==> src/rtl/rob_wide_if.sv <==
// Decode/writeback/commit/lookup bundle of the wide reorder buffer.
// The master drives allocation, writeback and lookup addresses; the ROB is the slave.
interface rob_wide_if #(
    parameter int DEPTH        = 8,
    parameter int COMMIT_WIDTH = 2,
    parameter int WB_PORTS     = 1
);
    localparam int IDX_W = $clog2(DEPTH);

    logic                         alloc_valid_i;
    logic [31:0]                  alloc_pc_i;
    logic [31:0]                  alloc_instr_i;
    logic [4:0]                   alloc_rd_i;
    logic                         alloc_we_i;
    logic [IDX_W-1:0]             alloc_idx_o;
    logic                         full_o;
    logic                         empty_o;

    logic [WB_PORTS-1:0]          wb_valid_i;
    logic [WB_PORTS*IDX_W-1:0]    wb_idx_i;
    logic [WB_PORTS*32-1:0]       wb_result_i;
    logic [WB_PORTS-1:0]          wb_branch_taken_i;
    logic [WB_PORTS*32-1:0]       wb_new_pc_i;

    logic [COMMIT_WIDTH-1:0]      commit_valid_o;
    logic [COMMIT_WIDTH*32-1:0]   commit_pc_o;
    logic [COMMIT_WIDTH*32-1:0]   commit_instr_o;
    logic [COMMIT_WIDTH*32-1:0]   commit_result_o;
    logic [COMMIT_WIDTH*5-1:0]    commit_rd_o;
    logic [COMMIT_WIDTH-1:0]      commit_we_o;
    logic                         flush_o;
    logic [31:0]                  flush_pc_o;

    logic [4:0]                   rs1_addr_i;
    logic [4:0]                   rs2_addr_i;
    logic                         hazard_rs1_o;
    logic                         hazard_rs2_o;
    logic [IDX_W-1:0]             entry_rs1_o;
    logic [IDX_W-1:0]             entry_rs2_o;
    logic                         completed_rs1_o;
    logic                         completed_rs2_o;
    logic [31:0]                  result_rs1_o;
    logic [31:0]                  result_rs2_o;

    modport master (
        output alloc_valid_i, alloc_pc_i, alloc_instr_i, alloc_rd_i, alloc_we_i,
        output wb_valid_i, wb_idx_i, wb_result_i, wb_branch_taken_i, wb_new_pc_i,
        output rs1_addr_i, rs2_addr_i,
        input  alloc_idx_o, full_o, empty_o,
        input  commit_valid_o, commit_pc_o, commit_instr_o, commit_result_o, commit_rd_o, commit_we_o,
        input  flush_o, flush_pc_o,
        input  hazard_rs1_o, hazard_rs2_o, entry_rs1_o, entry_rs2_o,
        input  completed_rs1_o, completed_rs2_o, result_rs1_o, result_rs2_o
    );

    modport slave (
        input  alloc_valid_i, alloc_pc_i, alloc_instr_i, alloc_rd_i, alloc_we_i,
        input  wb_valid_i, wb_idx_i, wb_result_i, wb_branch_taken_i, wb_new_pc_i,
        input  rs1_addr_i, rs2_addr_i,
        output alloc_idx_o, full_o, empty_o,
        output commit_valid_o, commit_pc_o, commit_instr_o, commit_result_o, commit_rd_o, commit_we_o,
        output flush_o, flush_pc_o,
        output hazard_rs1_o, hazard_rs2_o, entry_rs1_o, entry_rs2_o,
        output completed_rs1_o, completed_rs2_o, result_rs1_o, result_rs2_o
    );
endinterface

==> src/rtl/rob_wide.sv <==
// Circular reorder buffer: one alloc/cycle, WB_PORTS writebacks, up to COMMIT_WIDTH in-order retires.
// Define ROB_BYPASS_EN to forward same-cycle writebacks into the rs1/rs2 hazard lookup.
module rob_wide #(
    parameter int DEPTH        = 8,
    parameter int COMMIT_WIDTH = 2,
    parameter int WB_PORTS     = 1
) (
    input logic        clk_i,
    input logic        rst_i,
    rob_wide_if.slave  bus
);
    localparam int IDX_W = $clog2(DEPTH);
    localparam int CNT_W = $clog2(DEPTH + 1);
    typedef logic [IDX_W-1:0] idx_t;

    idx_t             head_q, head_d, tail_q, tail_d;
    logic [CNT_W-1:0] count_q, count_d, retire_cnt;
    logic [DEPTH-1:0] valid_q, valid_d, done_q, done_d;

    logic [31:0]      pc_q [DEPTH], pc_d [DEPTH], instr_q [DEPTH], instr_d [DEPTH];
    logic [31:0]      result_q [DEPTH], result_d [DEPTH], npc_q [DEPTH], npc_d [DEPTH];
    logic [4:0]       rd_q [DEPTH], rd_d [DEPTH];
    logic [DEPTH-1:0] we_q, we_d, taken_q, taken_d;

    idx_t             slot_idx [COMMIT_WIDTH];
    logic [COMMIT_WIDTH-1:0] commit_valid;
    logic             flush, stop, alloc_acc, full;
    logic [31:0]      flush_pc;
    idx_t             wb_idx [WB_PORTS];

    always_comb begin
        for (int p = 0; p < WB_PORTS; p++) wb_idx[p] = bus.wb_idx_i[p*IDX_W +: IDX_W];
    end

    // Retire the longest completed run from head, stopping after the first taken branch.
    always_comb begin
        commit_valid = '0;
        retire_cnt   = '0;
        flush        = 1'b0;
        flush_pc     = '0;
        stop         = 1'b0;
        for (int k = 0; k < COMMIT_WIDTH; k++) begin
            slot_idx[k] = head_q + idx_t'(k);
            if (!stop && valid_q[slot_idx[k]] && done_q[slot_idx[k]]) begin
                commit_valid[k] = 1'b1;
                retire_cnt      = retire_cnt + CNT_W'(1);
                if (taken_q[slot_idx[k]]) begin
                    flush    = 1'b1;
                    flush_pc = npc_q[slot_idx[k]];
                    stop     = 1'b1;
                end
            end else begin
                stop = 1'b1;
            end
        end
    end

    always_comb begin
        bus.commit_valid_o  = commit_valid;
        bus.commit_pc_o     = '0;
        bus.commit_instr_o  = '0;
        bus.commit_result_o = '0;
        bus.commit_rd_o     = '0;
        bus.commit_we_o     = '0;
        for (int k = 0; k < COMMIT_WIDTH; k++) begin
            bus.commit_pc_o[k*32 +: 32]     = pc_q[slot_idx[k]];
            bus.commit_instr_o[k*32 +: 32]  = instr_q[slot_idx[k]];
            bus.commit_result_o[k*32 +: 32] = result_q[slot_idx[k]];
            bus.commit_rd_o[k*5 +: 5]       = rd_q[slot_idx[k]];
            bus.commit_we_o[k]              = we_q[slot_idx[k]];
        end
    end

    assign full            = (count_q == CNT_W'(DEPTH));
    assign alloc_acc       = bus.alloc_valid_i && !full;
    assign bus.full_o      = full;
    assign bus.empty_o     = (count_q == '0);
    assign bus.alloc_idx_o = tail_q;
    assign bus.flush_o     = flush;
    assign bus.flush_pc_o  = flush_pc;

    always_comb begin
        head_d   = head_q;
        tail_d   = tail_q;
        count_d  = count_q;
        valid_d  = valid_q;
        done_d   = done_q;
        pc_d     = pc_q;
        instr_d  = instr_q;
        result_d = result_q;
        npc_d    = npc_q;
        rd_d     = rd_q;
        we_d     = we_q;
        taken_d  = taken_q;
        if (flush) begin
            head_d  = '0;
            tail_d  = '0;
            count_d = '0;
            valid_d = '0;
            done_d  = '0;
        end else begin
            for (int k = 0; k < COMMIT_WIDTH; k++)
                if (commit_valid[k]) valid_d[slot_idx[k]] = 1'b0;
            // Ascending port order lets the higher port win on a shared index.
            for (int p = 0; p < WB_PORTS; p++) begin
                if (bus.wb_valid_i[p] && valid_q[wb_idx[p]]) begin
                    done_d[wb_idx[p]]   = 1'b1;
                    result_d[wb_idx[p]] = bus.wb_result_i[p*32 +: 32];
                    npc_d[wb_idx[p]]    = bus.wb_new_pc_i[p*32 +: 32];
                    taken_d[wb_idx[p]]  = bus.wb_branch_taken_i[p];
                end
            end
            if (alloc_acc) begin
                valid_d[tail_q] = 1'b1;
                done_d[tail_q]  = 1'b0;
                pc_d[tail_q]    = bus.alloc_pc_i;
                instr_d[tail_q] = bus.alloc_instr_i;
                rd_d[tail_q]    = bus.alloc_rd_i;
                we_d[tail_q]    = bus.alloc_we_i;
                tail_d          = tail_q + idx_t'(1);
            end
            head_d  = head_q + idx_t'(retire_cnt);
            count_d = count_q + CNT_W'(alloc_acc) - retire_cnt;
        end
    end

    always_ff @(posedge clk_i or posedge rst_i) begin
        if (rst_i) begin
            head_q  <= '0;
            tail_q  <= '0;
            count_q <= '0;
            valid_q <= '0;
            done_q  <= '0;
        end else begin
            head_q  <= head_d;
            tail_q  <= tail_d;
            count_q <= count_d;
            valid_q <= valid_d;
            done_q  <= done_d;
        end
    end

    always_ff @(posedge clk_i) begin
        pc_q     <= pc_d;
        instr_q  <= instr_d;
        result_q <= result_d;
        npc_q    <= npc_d;
        rd_q     <= rd_d;
        we_q     <= we_d;
        taken_q  <= taken_d;
    end

    logic [4:0]  src [2];
    logic        hz [2], cmp [2];
    idx_t        ent [2];
    logic [31:0] res [2];
    idx_t        li;

    // Scanning from head upward leaves the youngest matching producer in ent.
    always_comb begin
        src[0] = bus.rs1_addr_i;
        src[1] = bus.rs2_addr_i;
        li     = '0;
        for (int s = 0; s < 2; s++) begin
            hz[s]  = 1'b0;
            ent[s] = '0;
            cmp[s] = 1'b0;
            res[s] = '0;
            for (int i = 0; i < DEPTH; i++) begin
                li = head_q + idx_t'(i);
                if (src[s] != 5'd0 && valid_q[li] && we_q[li] && rd_q[li] == src[s]) begin
                    hz[s]  = 1'b1;
                    ent[s] = li;
                    cmp[s] = done_q[li];
                    res[s] = result_q[li];
                end
            end
`ifdef ROB_BYPASS_EN
            for (int p = 0; p < WB_PORTS; p++) begin
                if (hz[s] && bus.wb_valid_i[p] && wb_idx[p] == ent[s]) begin
                    cmp[s] = 1'b1;
                    res[s] = bus.wb_result_i[p*32 +: 32];
                end
            end
`else
`endif
            if (!cmp[s]) res[s] = '0;
        end
    end

    assign bus.hazard_rs1_o    = hz[0];
    assign bus.hazard_rs2_o    = hz[1];
    assign bus.entry_rs1_o     = ent[0];
    assign bus.entry_rs2_o     = ent[1];
    assign bus.completed_rs1_o = cmp[0];
    assign bus.completed_rs2_o = cmp[1];
    assign bus.result_rs1_o    = res[0];
    assign bus.result_rs2_o    = res[1];
endmodule

==> src/flat_wrapper.sv <==
// flat-port wrapper written by rule: the top's interface ports become plain ports
module rob_wide_flat 
#(
    parameter int DEPTH        = 8,
    parameter int COMMIT_WIDTH = 2,
    parameter int WB_PORTS     = 1
)
  (clk_i, rst_i, bus_alloc_valid_i, bus_alloc_pc_i, bus_alloc_instr_i, bus_alloc_rd_i, bus_alloc_we_i, bus_wb_valid_i, bus_wb_idx_i, bus_wb_result_i, bus_wb_branch_taken_i, bus_wb_new_pc_i, bus_rs1_addr_i, bus_rs2_addr_i, bus_alloc_idx_o, bus_full_o, bus_empty_o, bus_commit_valid_o, bus_commit_pc_o, bus_commit_instr_o, bus_commit_result_o, bus_commit_rd_o, bus_commit_we_o, bus_flush_o, bus_flush_pc_o, bus_hazard_rs1_o, bus_hazard_rs2_o, bus_entry_rs1_o, bus_entry_rs2_o, bus_completed_rs1_o, bus_completed_rs2_o, bus_result_rs1_o, bus_result_rs2_o);
  rob_wide_if #(.DEPTH(DEPTH), .COMMIT_WIDTH(COMMIT_WIDTH), .WB_PORTS(WB_PORTS)) bus_i ();
  input logic clk_i;
  input logic rst_i;
  input wire logic [$bits(bus_i.alloc_valid_i)-1:0] bus_alloc_valid_i;
  input wire logic [$bits(bus_i.alloc_pc_i)-1:0] bus_alloc_pc_i;
  input wire logic [$bits(bus_i.alloc_instr_i)-1:0] bus_alloc_instr_i;
  input wire logic [$bits(bus_i.alloc_rd_i)-1:0] bus_alloc_rd_i;
  input wire logic [$bits(bus_i.alloc_we_i)-1:0] bus_alloc_we_i;
  input wire logic [$bits(bus_i.wb_valid_i)-1:0] bus_wb_valid_i;
  input wire logic [$bits(bus_i.wb_idx_i)-1:0] bus_wb_idx_i;
  input wire logic [$bits(bus_i.wb_result_i)-1:0] bus_wb_result_i;
  input wire logic [$bits(bus_i.wb_branch_taken_i)-1:0] bus_wb_branch_taken_i;
  input wire logic [$bits(bus_i.wb_new_pc_i)-1:0] bus_wb_new_pc_i;
  input wire logic [$bits(bus_i.rs1_addr_i)-1:0] bus_rs1_addr_i;
  input wire logic [$bits(bus_i.rs2_addr_i)-1:0] bus_rs2_addr_i;
  output wire logic [$bits(bus_i.alloc_idx_o)-1:0] bus_alloc_idx_o;
  output wire logic [$bits(bus_i.full_o)-1:0] bus_full_o;
  output wire logic [$bits(bus_i.empty_o)-1:0] bus_empty_o;
  output wire logic [$bits(bus_i.commit_valid_o)-1:0] bus_commit_valid_o;
  output wire logic [$bits(bus_i.commit_pc_o)-1:0] bus_commit_pc_o;
  output wire logic [$bits(bus_i.commit_instr_o)-1:0] bus_commit_instr_o;
  output wire logic [$bits(bus_i.commit_result_o)-1:0] bus_commit_result_o;
  output wire logic [$bits(bus_i.commit_rd_o)-1:0] bus_commit_rd_o;
  output wire logic [$bits(bus_i.commit_we_o)-1:0] bus_commit_we_o;
  output wire logic [$bits(bus_i.flush_o)-1:0] bus_flush_o;
  output wire logic [$bits(bus_i.flush_pc_o)-1:0] bus_flush_pc_o;
  output wire logic [$bits(bus_i.hazard_rs1_o)-1:0] bus_hazard_rs1_o;
  output wire logic [$bits(bus_i.hazard_rs2_o)-1:0] bus_hazard_rs2_o;
  output wire logic [$bits(bus_i.entry_rs1_o)-1:0] bus_entry_rs1_o;
  output wire logic [$bits(bus_i.entry_rs2_o)-1:0] bus_entry_rs2_o;
  output wire logic [$bits(bus_i.completed_rs1_o)-1:0] bus_completed_rs1_o;
  output wire logic [$bits(bus_i.completed_rs2_o)-1:0] bus_completed_rs2_o;
  output wire logic [$bits(bus_i.result_rs1_o)-1:0] bus_result_rs1_o;
  output wire logic [$bits(bus_i.result_rs2_o)-1:0] bus_result_rs2_o;
  assign bus_i.alloc_valid_i = bus_alloc_valid_i;
  assign bus_i.alloc_pc_i = bus_alloc_pc_i;
  assign bus_i.alloc_instr_i = bus_alloc_instr_i;
  assign bus_i.alloc_rd_i = bus_alloc_rd_i;
  assign bus_i.alloc_we_i = bus_alloc_we_i;
  assign bus_i.wb_valid_i = bus_wb_valid_i;
  assign bus_i.wb_idx_i = bus_wb_idx_i;
  assign bus_i.wb_result_i = bus_wb_result_i;
  assign bus_i.wb_branch_taken_i = bus_wb_branch_taken_i;
  assign bus_i.wb_new_pc_i = bus_wb_new_pc_i;
  assign bus_i.rs1_addr_i = bus_rs1_addr_i;
  assign bus_i.rs2_addr_i = bus_rs2_addr_i;
  assign bus_alloc_idx_o = bus_i.alloc_idx_o;
  assign bus_full_o = bus_i.full_o;
  assign bus_empty_o = bus_i.empty_o;
  assign bus_commit_valid_o = bus_i.commit_valid_o;
  assign bus_commit_pc_o = bus_i.commit_pc_o;
  assign bus_commit_instr_o = bus_i.commit_instr_o;
  assign bus_commit_result_o = bus_i.commit_result_o;
  assign bus_commit_rd_o = bus_i.commit_rd_o;
  assign bus_commit_we_o = bus_i.commit_we_o;
  assign bus_flush_o = bus_i.flush_o;
  assign bus_flush_pc_o = bus_i.flush_pc_o;
  assign bus_hazard_rs1_o = bus_i.hazard_rs1_o;
  assign bus_hazard_rs2_o = bus_i.hazard_rs2_o;
  assign bus_entry_rs1_o = bus_i.entry_rs1_o;
  assign bus_entry_rs2_o = bus_i.entry_rs2_o;
  assign bus_completed_rs1_o = bus_i.completed_rs1_o;
  assign bus_completed_rs2_o = bus_i.completed_rs2_o;
  assign bus_result_rs1_o = bus_i.result_rs1_o;
  assign bus_result_rs2_o = bus_i.result_rs2_o;
  rob_wide #(.DEPTH(DEPTH), .COMMIT_WIDTH(COMMIT_WIDTH), .WB_PORTS(WB_PORTS)) u_core (.clk_i(clk_i), .rst_i(rst_i), .bus(bus_i));
endmodule
==> config.mk <==
export PLATFORM = sky130hd
export DESIGN_NAME = rob_wide_flat
export DESIGN_NICKNAME = d
export VERILOG_FILES = /design/src/rtl/rob_wide_if.sv /design/src/rtl/rob_wide.sv /design/src/flat_wrapper.sv
export SDC_FILE = /design/constraint.sdc
export NUM_CORES = 2
export LEC_CHECK = 0
export CORE_ASPECT_RATIO = 0.7
export CORE_MARGIN = 2
export CORE_UTILIZATION = 40
export CTS_BUF_LIST = sky130_fd_sc_hd__clkbuf_16
export CTS_CLUSTER_DIAMETER = 50
export DETAILED_ROUTE_END_ITERATION = 8
export GPL_TIMING_DRIVEN = 0
export HOLD_SLACK_MARGIN = 0.08
export MAX_ROUTING_LAYER = met4
export PLACE_DENSITY = 0.54
export SYNTH_ARGS = -nofsm -noshare
export SYNTH_HDL_FRONTEND = slang
export SYNTH_SLANG_ARGS = --single-unit
==> constraint.sdc <==
create_clock -name clk_i -period 32.1 [get_ports clk_i]
set_input_delay 6.42 -clock clk_i [delete_from_list [all_inputs] [get_ports clk_i]]
set_output_delay 6.42 -clock clk_i [all_outputs]
set_load 0.01 [all_outputs]
==> impl_metrics.csv <==
group,metric,value,unit
grt,grt_overflow,0,
layout,multi_input_area,29520,um2
clocking,clock_path_buffers,3,
timing,grt_setup_unrepaired,"false",
clocking,worstSkewPairLatency,0.82,ns
timing,fmax,48.97,MHz
clocking,hold_buffers,0,
logic_synthesis,synth_top_area_share,50.15,%
clocking,ctsResizeCount,0,
die,std_cell_rows,123,
die,die_area,165000,um2
timing,hold_violations,0,
timing,tightest_slew,1.671,ns
grt,grt_first_pass_wirelength,440000,um
clocking,cts_made_buffers,116,
logic_synthesis,synth_most_common_cell,"edfxtp_1",
route,vias,54720,
critical_path,cp-start-kind,"register",
status,violations,"capacitance limit, slew limit",
placement,placed_area,73600,um2
route,via_per_inst,6.983,
die,core_area,160700,um2
grt,grt_max_degree,27,
placement,place.gp.congestion,1.092,
route,wl_per_cell,42.28,um
power,p_per_area,115.5,nW/um2
logic_synthesis,yosys-top-cells-area,"edfxtp_1 (50%), mux4_2 (19%), mux2i_1 (5.7%)",
timing,max_slew_margin,-11.39,%
power,vdd_drop_max,0.06065,mV
layout,seq_area,33080,um2
logic_synthesis,synthFlopType,"edfxtp_1",
route,wirelength,331300,um
placement,dp_hpwl,248600,um
logic_synthesis,ys_seq_elements,1106,
layout,layout-drive-gt1-share,18.91,%
clocking,postCtsSetupBuffers,0,
layout,area_growth,20.03,%
timing,fin_tns_setup,0,ns
clocking,htreeDepth,3,
die,start_util,40.25,%
critical_path,path_class,"register to output port",
die,ios,470,
die,die_y,340.4,um
status,status,"finished with violations",
timing,finalClockSkew,0.09310,ns
route,ant_nets,0,
timing,setup_viol,0,
logic_synthesis,synth_edf_count,1080,
grt,grtUsageTotal,40.24,%
grt,antenna_found_initial,50,
clocking,cts_tree,"done",
logic_synthesis,yosysSeqAreaShare,51.16,%
clocking,cts.clk_slew.worst_paths,0.06,ns
flow_run,cap_viol_max_count,12,
power,power.leakage,0.02661,uW
critical_path,end_kind,"output port",
route,drc_errors,0,
timing,fin_crit,20.42,ns
logic_synthesis,syn_inst,4923,
route,firstDrtPassIters,7,
logic_synthesis,synth_area,64670,um2
logic_synthesis,synth_common_cells,"edfxtp_1 (1080), nand2_1 (859), mux4_2 (554), mux2i_1 (369), a21oi_1 (264)",
clocking,cts_sinks,1106,
logic_synthesis,async_reset_ff_share,2.351,%
die,die_x,484.6,um
grt,first_global_vias,50900,
logic_synthesis,synth.distinct_cells,79,
critical_path,critPathArrivalTime,14.00,ns
logic_synthesis,ys_warn_count,0,
placement,numPortBuffers,463,
clocking,cts_root_buf,"clkbuf_16",
logic_synthesis,avgSynthCellArea,13.14,um2
layout,fillers,14140,
route,drtIter0Drc,10290,
worst_hold_path,hp-class,"register to register",
timing,fin_hold_ws,0.6269,ns
critical_path,critPathMaxFanout,11,
logic_synthesis,yosysTopAreaCell,"edfxtp_1",
timing,slew_viol_final,115,
layout,fin_area,77620,um2
layout,fin_nets,5754,
logic_synthesis,syn-num-nets,5093,
critical_path,cp.required,25.68,ns
timing,period_share,63.62,%
through the flow:
step | setup WS [ns] | total power (uW) | std cells | util, %
after global routing | 12.02 | 9124 | 7832 | 48.30
after global placement | 10.13 | 7295 | 7511 | 44.79
after CTS | 12.61 | 8734 | 7810 | 48.27
final | 11.68 | 8967 | 7837 | 48.31
after floorplan | 16.55 | 4773 | 4923 | -
after detailed placement | 13.47 | 7327 | 7591 | 45.81
critical path, stage by stage (launching register included):
cell	delay, ns
dfrtp_1	0.52
buf_4	0.28
buf_1	0.42
inv_1	0.18
clkbuf_1	0.86
clkbuf_1	1.01
buf_1	1.19
clkbuf_2	0.80
clkbuf_1	1.08
ha_1	0.40
buf_2	0.39
clkbuf_1	0.57
buf_2	0.58
mux4_2	0.38
mux2i_1	0.32
xor2_1	0.12
nand4_1	0.28
buf_2	0.42
buf_2	0.35
buf_1	0.91
a21oi_1	0.20
a2111oi_1	1.07
clkdlybuf4s50_1	0.74
kinds of logic after synthesis:
kind of cell,Yosys count,share of synthesized area [%]
simple gates,1308,8.428
flops,1106,51.16
mux,958,25.61
compound gates,936,9.771
buf+inv,508,3.413
xor+xnor,89,1.246
fa+ha+maj,18,0.3715
layout by cell type, fill, tap and decap left out, types with 35 or more instances in the layout:
cell type / instances
a21oi_1: 264
a221oi_1: 52
a31oi_1: 55
and3_1: 46
buf_1: 42
buf_2: 127
clkbuf_1: 224
clkbuf_16: 118
clkdlybuf4s50_1: 463
edfxtp_1: 1080
inv_1: 83
mux2_2: 35
mux2i_1: 369
mux4_2: 554
nand2_1: 859
nand3_1: 52
nor2_1: 201
nor3_1: 44
o21ai_0: 180
o22ai_1: 75
xnor2_1: 45
xor2_1: 42
path summary, 6_finish.rpt:
path                                                  from                           to  slack (ns)  cells past startpoint
max in group asynchronous                            rst_i  u_core.valid_q[3]$_DFF_PP0_       24.90                      2
min in group asynchronous                            rst_i  u_core.valid_q[0]$_DFF_PP0_        6.46                      2
worst max register to register  u_core.head_q[1]$_DFF_PP0_  u_core.valid_q[4]$_DFF_PP0_       20.90                     24
worst min register to register  u_core.done_q[4]$_DFF_PP0_   u_core.done_q[4]$_DFF_PP0_        0.63                      2
worst min-delay path            u_core.done_q[4]$_DFF_PP0_   u_core.done_q[4]$_DFF_PP0_        0.63                      2
worst max-delay path            u_core.head_q[2]$_DFF_PP0_          bus_result_rs2_o[6]       11.68                     22
cell type report:
| type | instances | area share [%] |
|---|---|---|
| Sequential cell | 1106 | 42.62 |
| Multi-Input combinational cell | 3309 | 38.03 |
| Timing Repair Buffer | 543 | 7.884 |
| Clock buffer | 118 | 3.804 |
| Tap cell | 2125 | 3.425 |
| Buffer | 436 | 2.513 |
| Clock inverter | 101 | 1.283 |
| Inverter | 72 | 0.3482 |
| Antenna cell | 27 | 0.08705 |
routing by layer:
metal / track usage (%) / vias up / share of wire, %
met2: 50.42 / 4850 / 39
met3: 16.69 / 679 / 16
met4: 15.03 / 0 / 4.2
li1: - / 20930 / -
met1: 57.15 / 28270 / 41
met5: - / - / 0
state kept, by name (all words and copies together), names as in the netlist:
signal / count
u_core.bus.alloc_idx_o: 3
u_core.valid_q: 8
u_core.count_q: 4
u_core.result_q: 256
u_core.head_q: 3
u_core.taken_q: 8
u_core.pc_q: 256
u_core.done_q: 8
u_core.instr_q: 256
u_core.we_q: 8
u_core.npc_q: 256
u_core.rd_q: 40
report_power, final:
part | switching (uW) | total (uW) | internal, uW
clock | 638 | 1410 | 769
sequential | 93.3 | 1850 | 1760
combinational | 3680 | 5710 | 2030
No activity file was read; power rests on OpenSTA's default activity.
